==> src/rtl/life_pkg.sv <==
// rtl/life_pkg.sv - shared types and constants for the Game-of-Life run controller
package life_pkg;

    localparam int GRID_W = 64;
    localparam int ROW_W  = 8;

    localparam logic [7:0] LFSR_TAPS    = 8'hB8;
    localparam logic [7:0] LFSR_DEFAULT = 8'h01;

    typedef enum logic [2:0] {
        S_IDLE,
        S_SEED,
        S_LOAD,
        S_RUN,
        S_PAUSE,
        S_DONE
    } state_t;

    localparam logic [2:0] ST_NONE    = 3'd0;
    localparam logic [2:0] ST_EXTINCT = 3'd1;
    localparam logic [2:0] ST_STILL   = 3'd2;
    localparam logic [2:0] ST_OSC2    = 3'd3;
    localparam logic [2:0] ST_LIMIT   = 3'd4;

    // Fibonacci step: shift left, feedback is the parity of the tapped bits.
    function automatic logic [7:0] lfsr_next(input logic [7:0] v);
        return {v[6:0], ^(v & LFSR_TAPS)};
    endfunction

endpackage

==> src/rtl/life_lfsr8.sv <==
// rtl/life_lfsr8.sv - 8-bit Fibonacci LFSR with load and enable
module life_lfsr8
    import life_pkg::*;
(
    input  logic       i_clk,
    input  logic       i_reset,
    input  logic       i_load,
    input  logic [7:0] i_seed,
    input  logic       i_en,
    output logic [7:0] o_state
);

    logic [7:0] r_state;

    // Load wins over advance; an all-zero seed would lock up, so it maps to the default.
    always_ff @(posedge i_clk or posedge i_reset) begin
        if (i_reset) begin
            r_state <= LFSR_DEFAULT;
        end else if (i_load) begin
            r_state <= (i_seed == 8'h00) ? LFSR_DEFAULT : i_seed;
        end else if (i_en) begin
            r_state <= lfsr_next(r_state);
        end
    end

    assign o_state = r_state;

endmodule

==> src/rtl/life_sequencer.sv <==
// rtl/life_sequencer.sv - seed/run/pause/terminate controller for the 8x8 Life datapath
module life_sequencer
    import life_pkg::*;
#(
    parameter int MAX_GEN = 255,
    parameter int GEN_W   = 8
) (
    input  logic              i_clk,
    input  logic              i_reset,
    input  logic              i_start,
    input  logic              i_stop,
    input  logic              i_step,
    input  logic              i_seed_sel,
    input  logic [GRID_W-1:0] i_seed_grid,
    input  logic [ROW_W-1:0]  i_lfsr_seed,
    input  logic [GRID_W-1:0] i_dp_grid,
    output logic [GRID_W-1:0] o_dp_seed,
    output logic              o_dp_load,
    output logic              o_dp_step,
    output logic [GEN_W-1:0]  o_gen_count,
    output logic              o_busy,
    output logic              o_done,
    output logic [2:0]        o_status
);

    state_t              r_state;
    state_t              w_next_state;
    logic [GRID_W-1:0]   r_dp_seed;
    logic [GRID_W-1:0]   r_hist1;
    logic [GRID_W-1:0]   r_hist2;
    logic [GEN_W-1:0]    r_gen_count;
    logic [2:0]          r_status;
    logic [2:0]          r_seed_cnt;
    logic [7:0]          w_lfsr;
    logic [2:0]          w_term_code;
    logic                w_term;
    logic                w_dp_load;
    logic                w_dp_step;
    logic                w_begin;
    logic                w_lfsr_load;
    logic                w_lfsr_en;
    logic                w_latch_status;

    life_lfsr8 u_lfsr (
        .i_clk   (i_clk),
        .i_reset (i_reset),
        .i_load  (w_lfsr_load),
        .i_seed  (i_lfsr_seed),
        .i_en    (w_lfsr_en),
        .o_state (w_lfsr)
    );

    // Termination condition on the current grid, highest priority first.
    always_comb begin
        w_term_code = ST_NONE;
        if (i_dp_grid == '0) begin
            w_term_code = ST_EXTINCT;
        end else if ((r_gen_count != '0) && (i_dp_grid == r_hist1)) begin
            w_term_code = ST_STILL;
        end else if ((r_gen_count >= GEN_W'(2)) && (i_dp_grid == r_hist2)) begin
            w_term_code = ST_OSC2;
        end else if (r_gen_count == GEN_W'(MAX_GEN)) begin
            w_term_code = ST_LIMIT;
        end
    end

    assign w_term = (w_term_code != ST_NONE);

    // State register.
    always_ff @(posedge i_clk or posedge i_reset) begin
        if (i_reset) begin
            r_state <= S_IDLE;
        end else begin
            r_state <= w_next_state;
        end
    end

    // Next-state and datapath command decode.
    always_comb begin
        w_next_state   = r_state;
        w_dp_load      = 1'b0;
        w_dp_step      = 1'b0;
        w_begin        = 1'b0;
        w_lfsr_load    = 1'b0;
        w_lfsr_en      = 1'b0;
        w_latch_status = 1'b0;
        case (r_state)
            S_IDLE, S_DONE: begin
                if (i_start) begin
                    w_begin      = 1'b1;
                    w_lfsr_load  = i_seed_sel;
                    w_next_state = i_seed_sel ? S_SEED : S_LOAD;
                end
            end
            S_SEED: begin
                w_lfsr_en = 1'b1;
                if (r_seed_cnt == 3'd7) begin
                    w_next_state = S_LOAD;
                end
            end
            S_LOAD: begin
                w_dp_load    = 1'b1;
                w_next_state = S_RUN;
            end
            S_RUN: begin
                if (w_term) begin
                    w_latch_status = 1'b1;
                    w_next_state   = S_DONE;
                end else if (i_stop) begin
                    w_next_state = S_PAUSE;
                end else begin
                    w_dp_step = 1'b1;
                end
            end
            S_PAUSE: begin
                if ((i_step || i_start) && w_term) begin
                    w_latch_status = 1'b1;
                    w_next_state   = S_DONE;
                end else if (i_step) begin
                    w_dp_step = 1'b1;
                end else if (i_start) begin
                    w_next_state = S_RUN;
                end
            end
            default: begin
                w_next_state = S_IDLE;
            end
        endcase
    end

    // Seed assembly, generation history, counter and status latch.
    always_ff @(posedge i_clk or posedge i_reset) begin
        if (i_reset) begin
            r_dp_seed   <= '0;
            r_hist1     <= '0;
            r_hist2     <= '0;
            r_gen_count <= '0;
            r_status    <= ST_NONE;
            r_seed_cnt  <= '0;
        end else begin
            if (w_begin) begin
                r_hist1     <= '0;
                r_hist2     <= '0;
                r_gen_count <= '0;
                r_status    <= ST_NONE;
                r_seed_cnt  <= '0;
                if (!i_seed_sel) begin
                    r_dp_seed <= i_seed_grid;
                end
            end
            if (r_state == S_SEED) begin
                r_dp_seed  <= {w_lfsr, r_dp_seed[GRID_W-1:ROW_W]};
                r_seed_cnt <= r_seed_cnt + 3'd1;
            end
            if (w_dp_step) begin
                r_hist2     <= r_hist1;
                r_hist1     <= i_dp_grid;
                r_gen_count <= r_gen_count + GEN_W'(1);
            end
            if (w_latch_status) begin
                r_status <= w_term_code;
            end
        end
    end

    assign o_dp_seed   = r_dp_seed;
    assign o_dp_load   = w_dp_load;
    assign o_dp_step   = w_dp_step;
    assign o_gen_count = r_gen_count;
    assign o_status    = r_status;
    assign o_busy      = (r_state == S_SEED) || (r_state == S_LOAD) ||
                         (r_state == S_RUN)  || (r_state == S_PAUSE);
    assign o_done      = (r_state == S_DONE);

endmodule

==> config.mk <==
export PLATFORM = sky130hd
export DESIGN_NAME = life_sequencer
export DESIGN_NICKNAME = d
export VERILOG_FILES = /design/src/rtl/life_pkg.sv /design/src/rtl/life_lfsr8.sv /design/src/rtl/life_sequencer.sv
export SDC_FILE = /design/constraint.sdc
export NUM_CORES = 1
export LEC_CHECK = 0
export CAP_MARGIN = 20
export CORE_ASPECT_RATIO = 1.4
export CORE_MARGIN = 3
export CORE_UTILIZATION = 25
export CTS_CLUSTER_DIAMETER = 100
export DETAILED_ROUTE_END_ITERATION = 8
export PLACE_DENSITY = 0.45
export SYNTH_ARGS = -nofsm -noshare
export SYNTH_HDL_FRONTEND = slang
export SYNTH_SLANG_ARGS = --single-unit
==> constraint.sdc <==
create_clock -name i_clk -period 16.45 [get_ports i_clk]
set_input_delay 1.645 -clock i_clk [delete_from_list [all_inputs] [get_ports i_clk]]
set_output_delay 1.645 -clock i_clk [all_outputs]
set_load 0.02 [all_outputs]
* Word level (Yosys, flattened, before mapping)
Index checks and enable logic that the tools add are counted.
Cells by class: add/sub/neg operators 2, order comparisons 1, equality and inequality tests 15, mux-type cells 41, reduce and logical (&&, ||, !) cells 20
Operators with widths (count):
- $mux 64 | 6
- $eq 64x64->1 | 2
- $logic_not 64->1 | 1
- $mux 3 | 14
- $mux 8 | 5
- $pmux 3 s5 | 1
- $mux 1 | 12
- $eq 3x3->1 const B | 3
- $ne 3x3->1 const B | 3
- $add 8x1->8 const B | 1
- $eq 8x8->1 const B | 1
- $ge 8x2->1 const B | 1
- $logic_not 8->1 | 1
- $reduce_bool 2->1 | 4
- $reduce_bool 8->1 | 1
- $reduce_xor 8->1 | 1
- $eq 3x2->1 const B | 2
- $reduce_and 5->1 | 1
- $logic_or 1x1->1 | 4
- $ne 2x2->1 const B | 2
- $pmux 1 s2 | 2
- $add 3x1->3 const B | 1
- $eq 3x1->1 const B | 1
- $logic_and 1x1->1 | 3
- 6 further kinds | 6
Storage, ports and cells: bits in registers 217, input bits 142, output and inout port bits 79, logic and storage cells 87

* Longest topological paths before layout
depth after elaboration 10, depth in mapped cells 12, mapped depth without buffers 9

* Cells and area by module
Synthesis repeated with hierarchy kept, for this count alone.
Second synthesis, totals: cell total of the unflattened synthesis 1279, area, all modules 10999.3 um^2
By module, submodules not included:
- life_sequencer | instances 1, cells an instance 1238, area an instance 10591.4 um^2, sequential area each 5230.0 um^2
- life_lfsr8 | instances 1, cells an instance 41, area an instance 407.9 um^2, sequential area each 201.4 um^2

* Least setup slack after synthesis
No wires, ideal clock.
path kind input-to-output, start input i_dp_grid[17], end output o_dp_step, arrival 3153 ps, required time 14805 ps, setup slack 11652 ps, stages on the path 9, path buffers 3, cells stage by stage xnor2_1 > nand4_1 > nor4_1 > nand3_1 > nor4_4 > nor4_2 > buf_6 > buf_6 > buf_6
Between the ends: cells in the longest elaborated chain, start to end 9, elaborated cells between the ends (all ways) 13, classes of those cells 2 x eq/ne; 6 x mux; 5 x reduce/logical
RTL lines:
- start, declared | RTL line life_sequencer.sv:16 | input logic [GRID_W-1:0] i_dp_grid,
- $eq 64x64->1 | RTL line life_sequencer.sv:60 | end else if ((r_gen_count >= GEN_W'(2)) && (i_dp_grid == r_hist2)) begin
- $logic_and 1x1->1 | RTL line life_sequencer.sv:60
- $mux 3 | RTL line life_sequencer.sv:60
- $mux 3 | RTL line life_sequencer.sv:58 | end else if ((r_gen_count != '0) && (i_dp_grid == r_hist1)) begin
- $mux 3 (*) | RTL line life_sequencer.sv:56 | if (i_dp_grid == '0) begin
- $reduce_bool 3->1 (*) | RTL line life_sequencer.sv:67 | assign w_term = (w_term_code != ST_NONE);
- $logic_and 1x1->1 | RTL line life_sequencer.sv:116 | if ((i_step || i_start) && w_term) begin
- $mux 1 | RTL line life_sequencer.sv:116
- $pmux 1 s2 (*) | RTL line life_sequencer.sv:87 | case (r_state)
- end, declared | RTL line life_sequencer.sv:19 | output logic o_dp_step,
Mark *: on every way between the ends. The rest lies on a longest branch, timed or not.

* Worst setup path after layout
start input i_dp_grid[20], end output o_dp_step
Same word-level chain as after synthesis.

==> impl_results.md <==
* Commonest register cell after synthesis: dfrtp_1
* Latest clock arrival within the worst-skew pair at 0.57 ns
* HPWL Detailed at 27,400 µm
* Clock skew at 0.0294 ns
* Largest net degree at the start of global routing at 133
* Post-synthesis mux area share at 6.16%
* ANT nets after route at 0
* H-Tree Depth at 1
* Drt wl/cell at 19.2 µm
* DRC Markers at 0
* Element type at the critical path start: input port
* Post-synthesis simple-gate area fraction at 18.4%
* Die Area at 46,900 µm²
* Vias per cell at 4.64
* # rows at 90
* Slew margin rel. at 31.8%
* WS Path Type: input port to output pin
* Syn_nets at 1,347
* Proportion of layout cells with a drive suffix above 1 at 4.98%
* Post-synth top area cell: dfrtp_1
* Final setup viols at 0
* Sink Count at 217
* Initial Utilization at 25.5%
* Placer Congestion at 0.815
* Via count at 9,092
* 1st-pass router iterations at 5
* Clk slew on worst S/H paths at 0.06 ns
* Synth Cell Area at 11,100 µm²
* CTS buffer count at 27
* Compound-cell area share of the yosys netlist at 11.4%
* Hold Crit Class: flop to flop
* Mean Syn Cell Area at 9.22 µm²
* Synth async-reset ratio at 100%
* Sequential share of the synthesized area at 49.1%
* #FFs+latches synth at 217
* Max Cap Viol at 0
* Ports at 221
* Die H at 255 µm
* CTS tree: done
* Max VDD drop at 77.2 µV
* First-pass GRT wire length at 56,400 µm
* WP data arrival at 4.83 ns
* Final TNS setup at 0 ns
* Fin nets at 1,536
* Yosys warnings at 0
* Initial antenna violation count at 0
* Combinational family with the most area after synthesis: simple AND/OR/NAND/NOR gates
* Routed WL at 37,600 µm
* Adder-Cell Fraction of Synth Area at 0.565%
* Slew Limit Fails at 0
* Post-synthesis cell type count at 50
* Post-CTS Setup Repair Bufs at 0
* Most common cell in the netlist: nand2_1
* Max Root-Sink Buffers at 3
* CP max FO at 4
* Worst Max-Slew Pin Slew at 1.02 ns
* Total core area at 43,500 µm²
* Final hold vios at 0
* Max Freq at 154 MHz
* Die Width at 184 µm
* Status: finished clean
* Xor and xnor area share after synthesis at 10.6%
* Min Clock Period, post-route at 6.48 ns
* Most common library cells after synthesis: nand2_1 (347), dfrtp_1 (216), o21ai_1 (129), xor2_1 (97), o21ai_0 (69)
* Gr usage total at 15.6%
* Gr ovfl total at 0
* Ranking of synthesized cells by area: dfrtp_1 (49%), nand2_1 (12%), xor2_1 (7.7%)
* Number of synthesized flops with an enable pin at 0
* Drt first-iter violations at 474
* Final Cell Area at 14,600 µm²
* Dpl cell area at 13,700 µm²
* Diode count at 0
* Syn Inst Count at 1,200
* CTS root buffer: clkbuf_16
* Final Cycle Share at 39.4%
* Post-CTS sizing at 0
* Req. time, crit path at 14.80 ns
* Area grow syn2layout at 31.9%
* Hold_buf cts at 0
* Overall Power at 2.57 mW
* RSZ-0062 raised after global routing: no
* Pwr/cell area at 176 nW/µm²
* Vias in the first global route at 9,249
* PortBufs at 220
* Synth top area share at 48.8%
* Endpoint class of the critical path: output pin
* Lkg Pwr at 6.00 nW
-- kinds of logic after synthesis --
| family | after synthesis |
|---|---|
| AOI/OAI and AO/OA | 232 |
| xor gates and xnor gates | 134 |
| adders and majority gates | 5 |
| buffers and inverters | 77 |
| DFF | 217 |
| muxes | 68 |
| and+or+nand+nor | 467 |
-- final timing paths --
| path | from | to | slack [ns] | cells after the start |
|---|---|---|---|---|
| min in group asynchronous | i_reset | o_dp_seed[3] | 1.64 | 2 |
| max in group asynchronous | i_reset | o_dp_seed[35] | 13.38 | 3 |
| worst min-delay path | o_dp_seed[9] | o_dp_seed[1] | 0.50 | 2 |
| worst max-delay path | i_dp_grid[20] | o_dp_step | 9.97 | 8 |
| worst min register to register | o_dp_seed[9] | o_dp_seed[1] | 0.50 | 2 |
| worst max register to register | o_gen_count[1] | r_hist1[5] | 12.18 | 11 |
-- per-layer routing --
| layer | GRT usage, % | routed length [µm] |
|---|---|---|
| met1 | 18.5 | 15200 |
| met5 | 0 | 0 |
| met4 | 5.81 | 1360 |
| met3 | 2.86 | 2240 |
| met2 | 28.0 | 18700 |
-- registers in the layout, summed over array words and instances (netlist names) --
signal / count
o_dp_seed: 64
o_gen_count: 8
o_status: 3
r_hist1: 64
r_hist2: 64
r_seed_cnt: 3
r_state: 3
u_lfsr.o_state: 8
-- power breakdown --
group	switching (mW)	internal (mW)
Combinational	0.603	0.426
Sequential	0.183	0.756
Clock	0.252	0.355
Total	1.04	1.54
-- cell usage in the layout, fill, tap and decap left out, drive strengths merged, types with 4 or more instances in the layout --
| master | count |
|---|---|
| a22o | 4 |
| nor3 | 4 |
| buf | 11 |
| dfrtp | 216 |
| ha | 5 |
| xnor2 | 37 |
| nand4 | 18 |
| clkinv | 5 |
| nor2 | 24 |
| nor2b | 4 |
| inv | 9 |
| clkdlybuf4s50 | 220 |
| xor2 | 97 |
| mux2i | 67 |
| and3 | 6 |
| nand3 | 9 |
| nor4 | 48 |
| a21oi | 5 |
| o21ai | 198 |
| nand2 | 347 |
| clkbuf | 36 |
| a31oi | 7 |
-- critical path, stage by stage --
cell             delay [ns]
clkdlybuf4s50_1        0.50
nor4_1                 0.86
nand4_1                0.31
nor4_2                 0.62
nor2_2                 0.13
inv_2                  0.13
nor4_4                 0.07
clkdlybuf4s50_1        0.56
-- final cells by class --
cell class                 count  area [µm²]
clock buffer                  36         759
clock inverter                11         121
fill                        4526       28900
inverter                       6        30.0
multi-input combinational    906        5240
sequential                   217        5430
tap                          552         691
timing repair buffer         231        2320
-- stage by stage --
stage | hold WS, ns | utilization (%) | setup slack, ns | instances
2_1_floorplan | 0.467 | - | 8.87 | 1200
3_3_place_gp | 0.484 | 31.4 | 9.95 | 1910
3_5_place_dp | 0.496 | 31.5 | 9.93 | 1911
4_1_cts | 0.510 | 33.5 | 9.92 | 1958
5_1_grt | 0.544 | 33.6 | 9.94 | 1959
6_report | 0.501 | 33.6 | 9.97 | 1959
No activity file was read; power rests on OpenSTA's default activity.
